===== config.mk =====
export PLATFORM = sky130hd
export DESIGN_NAME = divider_serial_p
export DESIGN_NICKNAME = d
export VERILOG_FILES = /design/src/rtl/divider_serial_p.sv
export SDC_FILE = /design/constraint.sdc
export NUM_CORES = 1
export LEC_CHECK = 0
export ABC_CLOCK_PERIOD_IN_PS = 2650
export CAP_MARGIN = 0
export CORE_MARGIN = 5
export CORE_UTILIZATION = 40
export CTS_BUF_LIST = sky130_fd_sc_hd__clkbuf_4 sky130_fd_sc_hd__clkbuf_8
export DETAILED_ROUTE_END_ITERATION = 8
export MAX_ROUTING_LAYER = met4
export SLEW_MARGIN = 30
export SYNTH_ARGS = -nofsm -noshare
export SYNTH_HDL_FRONTEND = slang
export SYNTH_SLANG_ARGS = --single-unit

===== constraint.sdc =====
create_clock -name clk -period 2.65 [get_ports clk]
set_clock_uncertainty 0.15 [all_clocks]
set_input_delay 0.53 -clock clk [delete_from_list [all_inputs] [get_ports clk]]
set_output_delay 0.53 -clock clk [all_outputs]
set_load 0.05 [all_outputs]

===== src/rtl/divider_serial_p.sv =====
// Serial-in/serial-out restoring divider: nibble-loaded operands, one quotient bit per cycle, bit-serial result.
// Latency: first result bit DATA_W+2 cycles after the last nibble; no backpressure, input ignored while computing/streaming.
module divider_serial_p #(
   parameter int DATA_W = 8,
   parameter int NIB_W  = 4
) (
   input  logic             clk,
   input  logic             rst,
   input  logic             in_valid,
   input  logic [NIB_W-1:0] in_data,
   input  logic             in_signed,
   output logic             busy,
   output logic             out_valid,
   output logic             out_data,
   output logic             out_err
);
   localparam int FRM_W = 2*DATA_W;
   localparam int N_NIB = FRM_W/NIB_W;
   localparam int CNT_W = $clog2(FRM_W);
   localparam logic [CNT_W-1:0] ONE       = CNT_W'(1);
   localparam logic [CNT_W-1:0] LAST_NIB  = CNT_W'(N_NIB-1);
   localparam logic [CNT_W-1:0] LAST_CALC = CNT_W'(DATA_W-1);
   localparam logic [CNT_W-1:0] LAST_OUT  = CNT_W'(FRM_W-1);

   typedef enum logic [2:0] {S_IDLE, S_LOAD, S_CALC, S_FIX, S_OUT} state_t;

   state_t                   r_state, w_next;
   logic [FRM_W-NIB_W-1:0]   r_shift;
   logic                     r_sgn;
   logic [CNT_W-1:0]         r_cnt;
   logic [DATA_W-1:0]        r_dvd_raw;
   logic                     r_dvd_neg, r_dvs_neg;
   logic [DATA_W-1:0]        r_dvs;
   logic [DATA_W-1:0]        r_quo;
   logic [DATA_W:0]          r_rem;
   logic [FRM_W-1:0]         r_out;
   logic                     r_err;

   logic [FRM_W-1:0]         w_frame;
   logic [DATA_W-1:0]        w_dvd, w_dvs, w_dvd_mag, w_dvs_mag;
   logic                     w_dvd_neg, w_dvs_neg;
   logic [DATA_W+1:0]        w_rem_sh, w_diff;
   logic                     w_ge;
   logic [DATA_W-1:0]        w_q_fix, w_r_fix;

   assign w_frame   = {r_shift, in_data};
   assign w_dvd     = w_frame[FRM_W-1:DATA_W];
   assign w_dvs     = w_frame[DATA_W-1:0];
   assign w_dvd_neg = r_sgn & w_dvd[DATA_W-1];
   assign w_dvs_neg = r_sgn & w_dvs[DATA_W-1];
   assign w_dvd_mag = w_dvd_neg ? -w_dvd : w_dvd;
   assign w_dvs_mag = w_dvs_neg ? -w_dvs : w_dvs;

   // Trial subtraction one bit wider than the remainder so the borrow decides the quotient bit.
   assign w_rem_sh = {r_rem, r_quo[DATA_W-1]};
   assign w_diff   = w_rem_sh - {2'b00, r_dvs};
   assign w_ge     = ~w_diff[DATA_W+1];

   // Most-negative / -1 needs no special case: the magnitude 2^(DATA_W-1) with equal signs is the wanted pattern.
   always_comb begin
      w_q_fix = r_quo;
      w_r_fix = r_rem[DATA_W-1:0];
      if (r_dvs == '0) begin
         w_q_fix = '1;
         w_r_fix = r_dvd_raw;
      end else begin
         if (r_dvd_neg ^ r_dvs_neg) w_q_fix = -r_quo;
         if (r_dvd_neg)             w_r_fix = -r_rem[DATA_W-1:0];
      end
   end

   always_ff @(posedge clk) begin
      if (rst) r_state <= S_IDLE;
      else     r_state <= w_next;
   end

   always_comb begin
      w_next    = r_state;
      busy      = 1'b0;
      out_valid = 1'b0;
      out_data  = 1'b0;
      out_err   = 1'b0;
      case (r_state)
         S_IDLE: if (in_valid) w_next = S_LOAD;
         S_LOAD: begin
            busy = 1'b1;
            if (!in_valid)               w_next = S_IDLE;
            else if (r_cnt == LAST_NIB)  w_next = S_CALC;
         end
         S_CALC: begin
            busy = 1'b1;
            if (r_cnt == LAST_CALC) w_next = S_FIX;
         end
         S_FIX: begin
            busy   = 1'b1;
            w_next = S_OUT;
         end
         S_OUT: begin
            busy      = 1'b1;
            out_valid = 1'b1;
            out_data  = r_out[FRM_W-1];
            out_err   = r_err;
            if (r_cnt == LAST_OUT) w_next = S_IDLE;
         end
         default: w_next = S_IDLE;
      endcase
   end

   always_ff @(posedge clk) begin
      if (rst) begin
         r_shift   <= '0;
         r_sgn     <= 1'b0;
         r_cnt     <= '0;
         r_dvd_raw <= '0;
         r_dvd_neg <= 1'b0;
         r_dvs_neg <= 1'b0;
         r_dvs     <= '0;
         r_quo     <= '0;
         r_rem     <= '0;
         r_out     <= '0;
         r_err     <= 1'b0;
      end else begin
         case (r_state)
            S_IDLE: if (in_valid) begin
               r_shift <= w_frame[FRM_W-NIB_W-1:0];
               r_sgn   <= in_signed;
               r_cnt   <= ONE;
            end
            S_LOAD: if (in_valid) begin
               r_shift <= w_frame[FRM_W-NIB_W-1:0];
               r_cnt   <= r_cnt + ONE;
               if (r_cnt == LAST_NIB) begin
                  r_cnt     <= '0;
                  r_dvd_raw <= w_dvd;
                  r_dvd_neg <= w_dvd_neg;
                  r_dvs_neg <= w_dvs_neg;
                  r_dvs     <= w_dvs_mag;
                  r_quo     <= w_dvd_mag;
                  r_rem     <= '0;
               end
            end
            S_CALC: begin
               r_quo <= {r_quo[DATA_W-2:0], w_ge};
               r_rem <= w_ge ? w_diff[DATA_W:0] : w_rem_sh[DATA_W:0];
               r_cnt <= r_cnt + ONE;
            end
            S_FIX: begin
               r_out <= {w_q_fix, w_r_fix};
               r_err <= (r_dvs == '0);
               r_cnt <= '0;
            end
            S_OUT: begin
               r_out <= {r_out[FRM_W-2:0], 1'b0};
               r_cnt <= r_cnt + ONE;
            end
            default: ;
         endcase
      end
   end
endmodule


==> out/qor.csv <==
metric,value,unit
io pins,12,
max incr delay on CP,0.49,ns
clk sinks,72,
Main synth FF type,dfxtp_1,
global-route usage over all layers,17.3,%
initial antenna violation count,0,
final-report setup violation count,0,
Worst Hold Depth,2,
Post-Route WL,9.20,mm
RSZ-0062 raised after global routing,no,
leading area contributor after synthesis,dfxtp_1,
Tmin final,2.41,ns
Clock power frac,44.2,%
fill cell count,955,
outcome,"complete, no violations",
DP HPWL,6.79,mm
die height,109,µm
vias,3458,
first-pass detailed-route iteration total,4,
area of the core,9680,µm²
Overflow after GRT,0,
normalized max-slew margin,61.4,%
"CP delay by family, top",compound AO/OA/AOI/OAI gates,
Pleak,1.60,nW
CTS tree,built,
combinational share of power,4.7,%
Multi-input gate area,2290,µm²
Placement Rows,36,
highest-delay cell along the critical path,dfxtp_1,
tightest hold margin,0.301,ns
Worst Reg-to-Reg Cells,7,
post-synthesis sequential area ratio,36.7,%
Clock Path Buffers,2,
post-CTS setup buffers,0,
Pint,1.68,mW
CTS buffer count,9,
Final Util,45.9,%
WP data required,2.79,ns
Worst Hold Class,flip-flop to flip-flop,
"CTS clk-pin slew, worst paths",0.08,ns
clk_lat worst skew,0.36,ns
maximum clock frequency,415,MHz
Port-buffer cells,11,
area delta synth->final,13.4,%
Max Cap Viol,0,
1st-iter DRT viols,167,
setup slack after layout,0.238,ns
Pwr per Cell Area,488,nW/µm²
Final ANT Viol Nets,0,
VDD IR max,0.294,mV
H-Tree Depth,3,
Mean Syn Cell Area,7.75,µm²
Flop pwr share,51.1,%
Synth top cells by count,"nand2_1, dfxtp_1, a21oi_1",
cell total after placement,640,
"EDFF count, synth",0,
CP Cell Sequence,"ha_1, a21o_1, a211oi_2, a21boi_4, xnor2_4, mux2_4, o21ai_2",
Die Wd,109,µm
Root Driver,clkbuf_8,
layout cells sized above 1,9.00,%
Layout Cells excl Fill,655,
Netlist cell types,51,
RR Startpoint,r_rem[3]$_SDFFE_PP0P_,
Post-Place Worst Slack,0.0205,ns
Fin. Hold Viols,0,
Nets,540,
Resize count post-CTS,0,
WP data arrival,2.55,ns
FF+latch area,1440,µm²
DRC,0,
Synth top area share,36.7,%
CTS Hold Bufs,0,
Psw,0.488,mW
setup tns final,0,ns
syn_nets,528,
period utilization,91.0,%
Startpoint Class,flip-flop,
WL per Instance,14.0,µm
crit path launch,r_rem[3]$_SDFFE_PP0P_,
hold_sp,r_out[7]$_SDFFE_PP0P_,
initial core utilization,40.5,%
"FF+latch count, synth",72,
CP Depth,7,
Vias/cell,5.28,
Slew @ Worst Pin,0.579,ns
Die Area,11900,µm²
"count leader, synth",nand2_1,
CP max FO,10,
Antenna diodes,0,
global-route wire length before repair,16.0,mm
"Async S/R FF share, synth",0,%
Crit. End Element,flip-flop,
Switching Share,22.5,%
Cells after Synth,506,
number of global-route vias before repair,3303,
largest net degree at the start of global routing,50,
synthesized area,3920,µm²
kind of critical path,flip-flop to flip-flop,
worst path bufs/invs,0,
yosys warns,0,
"top cells by area, synth","dfxtp_1, a21oi_1, nand2_1",
GP Congestion,0.824,
Slew Limit Fails,0,
[through the flow]
stage	total power [mW]	area (µm²)
finish	2.17	4450
global route	2.26	4450
CTS	2.19	4440
detailed placement	1.24	4220
global placement	1.23	4220
floorplan	1.20	3920
[registers in the layout (all words and copies together) (netlist names), 3 cells and up]
| signal | cells |
|---|---|
| r_cnt | 4 |
| r_out | 16 |
| r_state | 3 |
| r_rem | 9 |
| r_shift | 12 |
| r_dvs | 8 |
| r_quo | 8 |
| r_dvd_raw | 8 |
[power by group through the flow]
| stage | clock network (mW) | logic [mW] | registers, mW |
|---|---|---|---|
| finish | 0.958 | 0.103 | 1.11 |
| global route | 1.03 | 0.115 | 1.11 |
| CTS | 0.981 | 0.103 | 1.11 |
| detailed placement | 0 | 0.103 | 1.13 |
| global placement | 0 | 0.102 | 1.13 |
| floorplan | 0 | 0.0714 | 1.13 |
[logic make-up (layout without fill, tap and decap cells)]
logic type / count (synthesis) / in the layout / synth area share [%]
simple gates: 187 / 187 / 20.9
xor+xnor: 32 / 32 / 7.62
compound gates: 144 / 144 / 23.0
mux: 8 / 8 / 2.17
fa+ha+maj: 14 / 14 / 4.66
flops: 72 / 72 / 36.7
buf+inv: 49 / 65 / 4.88
[final timing paths]
| kind | to | slack [ns] |
|---|---|---|
| setup reg to reg | r_rem[0]$_SDFFE_PP0P_ | 0.24 |
| hold reg to reg | r_out[8]$_SDFFE_PP0P_ | 0.30 |
| hold / removal | r_out[8]$_SDFFE_PP0P_ | 0.30 |
| setup / recovery | r_rem[0]$_SDFFE_PP0P_ | 0.24 |
[layer usage]
metal | up-vias | routed length (µm) | track usage [%]
li1 | 1804 | - | -
met1 | 1580 | 4610 | 23.6
met2 | 55 | 4130 | 25.5
met3 | 19 | 282 | 2.72
met4 | 0 | 180 | 7.03
met5 | - | 0 | -
[area by class of cell]
type	instances	share of cell area [%]
well taps	133	3.74
flip-flops and latches	72	32.4
clock inverters	5	1.83
inverters	23	1.94
clock buffers	10	3.09
repair buffers	27	5.40
multi-input cells	385	51.6
[layout by cell type (no fill, tap or decap), types with 11 or more instances in the layout]
| cell | count |
|---|---|
| buf_4 | 18 |
| a211oi_1 | 14 |
| o21ai_0 | 13 |
| nor2_1 | 55 |
| a21oi_1 | 61 |
| xor2_1 | 11 |
| inv_1 | 21 |
| ha_1 | 13 |
| nand2_1 | 80 |
| xnor2_1 | 20 |
| dfxtp_1 | 72 |
| nor3_1 | 13 |
[tightest hold or removal path, delay by kind of cell (launching register included)]
| kind | cells | cell delay, ns |
|---|---|---|
| flops | 1 | 0.31 |
| compound gates | 1 | 0.05 |
| simple gates | 1 | 0.05 |
(Power assumes the default switching activity.)
==> RTL change (same flow settings) <==
The parameter `NIB_W` goes from 4 to 5.
--- a/src/rtl/divider_serial_p.sv
+++ b/src/rtl/divider_serial_p.sv
@@ -2,7 +2,7 @@
 // Latency: first result bit DATA_W+2 cycles after the last nibble; no backpressure, input ignored while computing/streaming.
 module divider_serial_p #(
    parameter int DATA_W = 8,
-   parameter int NIB_W  = 4
+   parameter int NIB_W  = 5
 ) (
    input  logic             clk,
    input  logic             rst,
Interface: changed (resized in_data); port bits go from 12 to 13. No check against the original RTL was run, so the function may have changed too.
==> RTL change against the original RTL <==
Area after synthesis decreased by 0.38%; setup slack worse by 0.0052 ns; critical path type unchanged; routed wire length decreased by 0.59%; sequential cell count shrank 1; via count fell by 1.2%; non-clock buffer count grew 4; first-iteration DRC count fell by 14%; final area shrank 0.48%; highest routed layer unchanged; synthesized cell count shrank 3.2%.
Power is not compared: it rests on default switching activity, and its combinational part moved more than twofold at a synthesized area within 25%.
==> RTL change: results (changes against the original RTL) <==
metric,value,unit,change
status,finished clean,,
netlist_top_cells_area,"dfxtp_1, nor2_1, a21oi_1, nand2_1, mux2i_1",,
hold_path_end,r_dvd_raw[6],,
grt_first_pass_wirelength,15400,um,-3.6%
ys_types,50,,-2.0%
vias_per_cell,5.29,,+0.13%
cts_buffers,9,,unchanged
hp-start,r_dvd_raw[6],,
grt_pass1_vias,3209,,-2.8%
r2r_slack,0.23,ns,
r2r_cells,7,,unchanged
reg2reg_from,r_rem[0],,
critPathMaxFanout,9,,-1
avgSynthCellArea,7.97,um2,+2.9%
place_ws,0.181,ns,+0.160 ns
port_buffers,12,,+1
stdcell_count,646,,-1.4%
r2r_end,r_rem[0],,
max_stage_delay,0.54,ns,+0.05 ns
synth-edff-count,0,,unchanged
first_iter_violations,144,,-14%
clk_pin_slew,0.08,ns,about the same
syn-num-nets,514,,-2.7%
cts_resized,0,,unchanged
placed_area,4240,um2,+0.47%
clock_latency,0.36,ns,about the same
dpl.hpwl,6850,um,+0.84%
grt_use_total,0.170,,-0.00320
grt_max_degree,32,,-36%
drive_gt1_frac,0.0975,,+0.00743
final_nets,532,,-1.5%
dp_cells,630,,-1.6%
drt-pass1-iter-count,4,,unchanged
slew_headroom,0.611,,-0.00335
root_buffer,clkbuf_8,,
hold_class,reg -> reg,,
gp_congestion,0.855,,+3.8%
synth_commonest_cells,"dfxtp_1, nor2_1, nand2_1",,
vdd_ir_drop_max,0.326,mV,
top_regs,"r_out: 16 flops, r_shift: 11 flops, r_rem: 9 flops",,
clockBufferDepth,2,,unchanged
whs,0.310,ns,+0.00922 ns
path_delay_family,compound AO/OA/AOI/OAI gates,,
seq_area_frac_synth,0.364,,-0.00371
worst_ep_arrival_time,2.56,ns,about the same
n_antenna_cell,0,,unchanged
fill_cells,997,,+4.4%
wirelength,9140,um,-0.59%
antenna_found_initial,0,,unchanged
power.switching,564,uW,
p_leak,0.00165,uW,
RTL change: final cells by class:
| cell class | instances | area (um2) | share of cell area |
|---|---|---|---|
| Clock buffer | 12 | 153 | 0.0345 |
| Clock inverter | 4 | 30.0 | 0.00678 |
| Inverter | 24 | 90.1 | 0.0204 |
| Multi-Input combinational cell | 371 | 2290 | 0.518 |
| Sequential cell | 71 | 1420 | 0.321 |
| Tap cell | 133 | 166 | 0.0376 |
| Timing Repair Buffer | 31 | 273 | 0.0616 |
RTL change: stage by stage:
step                 util  total power (uW)
finish              0.459              2130
global route        0.459              2240
CTS                 0.459              2160
detailed placement  0.440              1350
global placement    0.440              1350
floorplan               -              1290
RTL change: cells by family after synthesis:
group	synth area share
and+or+nand+nor	0.193
muxes	0.0570
xor gates and xnor gates	0.0765
buffers and inverters	0.0493
AOI/OAI and AO/OA	0.210
adders and majority gates	0.0500
DFF	0.364
RTL change: power by group through the flow:
stage | Sequential (uW) | Combinational [uW] | Clock, uW
2_1_floorplan | 1130 | 166 | 0
6_report | 1110 | 222 | 803
5_1_grt | 1110 | 245 | 879
3_5_place_dp | 1130 | 222 | 0
4_1_cts | 1110 | 223 | 828
3_3_place_gp | 1130 | 219 | 0
RTL change: how the worst max path moves through the flow:
| stage | from | endpoint | slack, ns | cells past startpoint |
|---|---|---|---|---|
| floorplan | r_dvs[4] | r_rem[0] | 0.46 | 8 |
| global placement | in_valid | r_rem[0] | 0.23 | 8 |
| detailed placement | in_valid | r_rem[5] | 0.18 | 8 |
| CTS | r_rem[0] | r_rem[0] | 0.20 | 7 |
| global route | r_dvs[4] | r_rem[0] | 0.08 | 8 |
| finish | r_rem[0] | r_rem[0] | 0.23 | 7 |
RTL change: layer usage:
| metal | GRT usage | wire length, um |
|---|---|---|
| met2 | 0.256 | 4090 |
| met4 | 0.0532 | 91 |
| met3 | 0.0397 | 367 |
| met1 | 0.226 | 4590 |
| met5 | - | 0 |
RTL change: worst register-to-register path, stage by stage, from the launching register on:
cell and delay [ns]:
dfxtp_1 0.54, ha_1 0.24, nor2_1 0.06, a211oi_2 0.38, a21oi_4 0.14, xnor2_4 0.37, mux2_1 0.37, o21ai_1 0.11
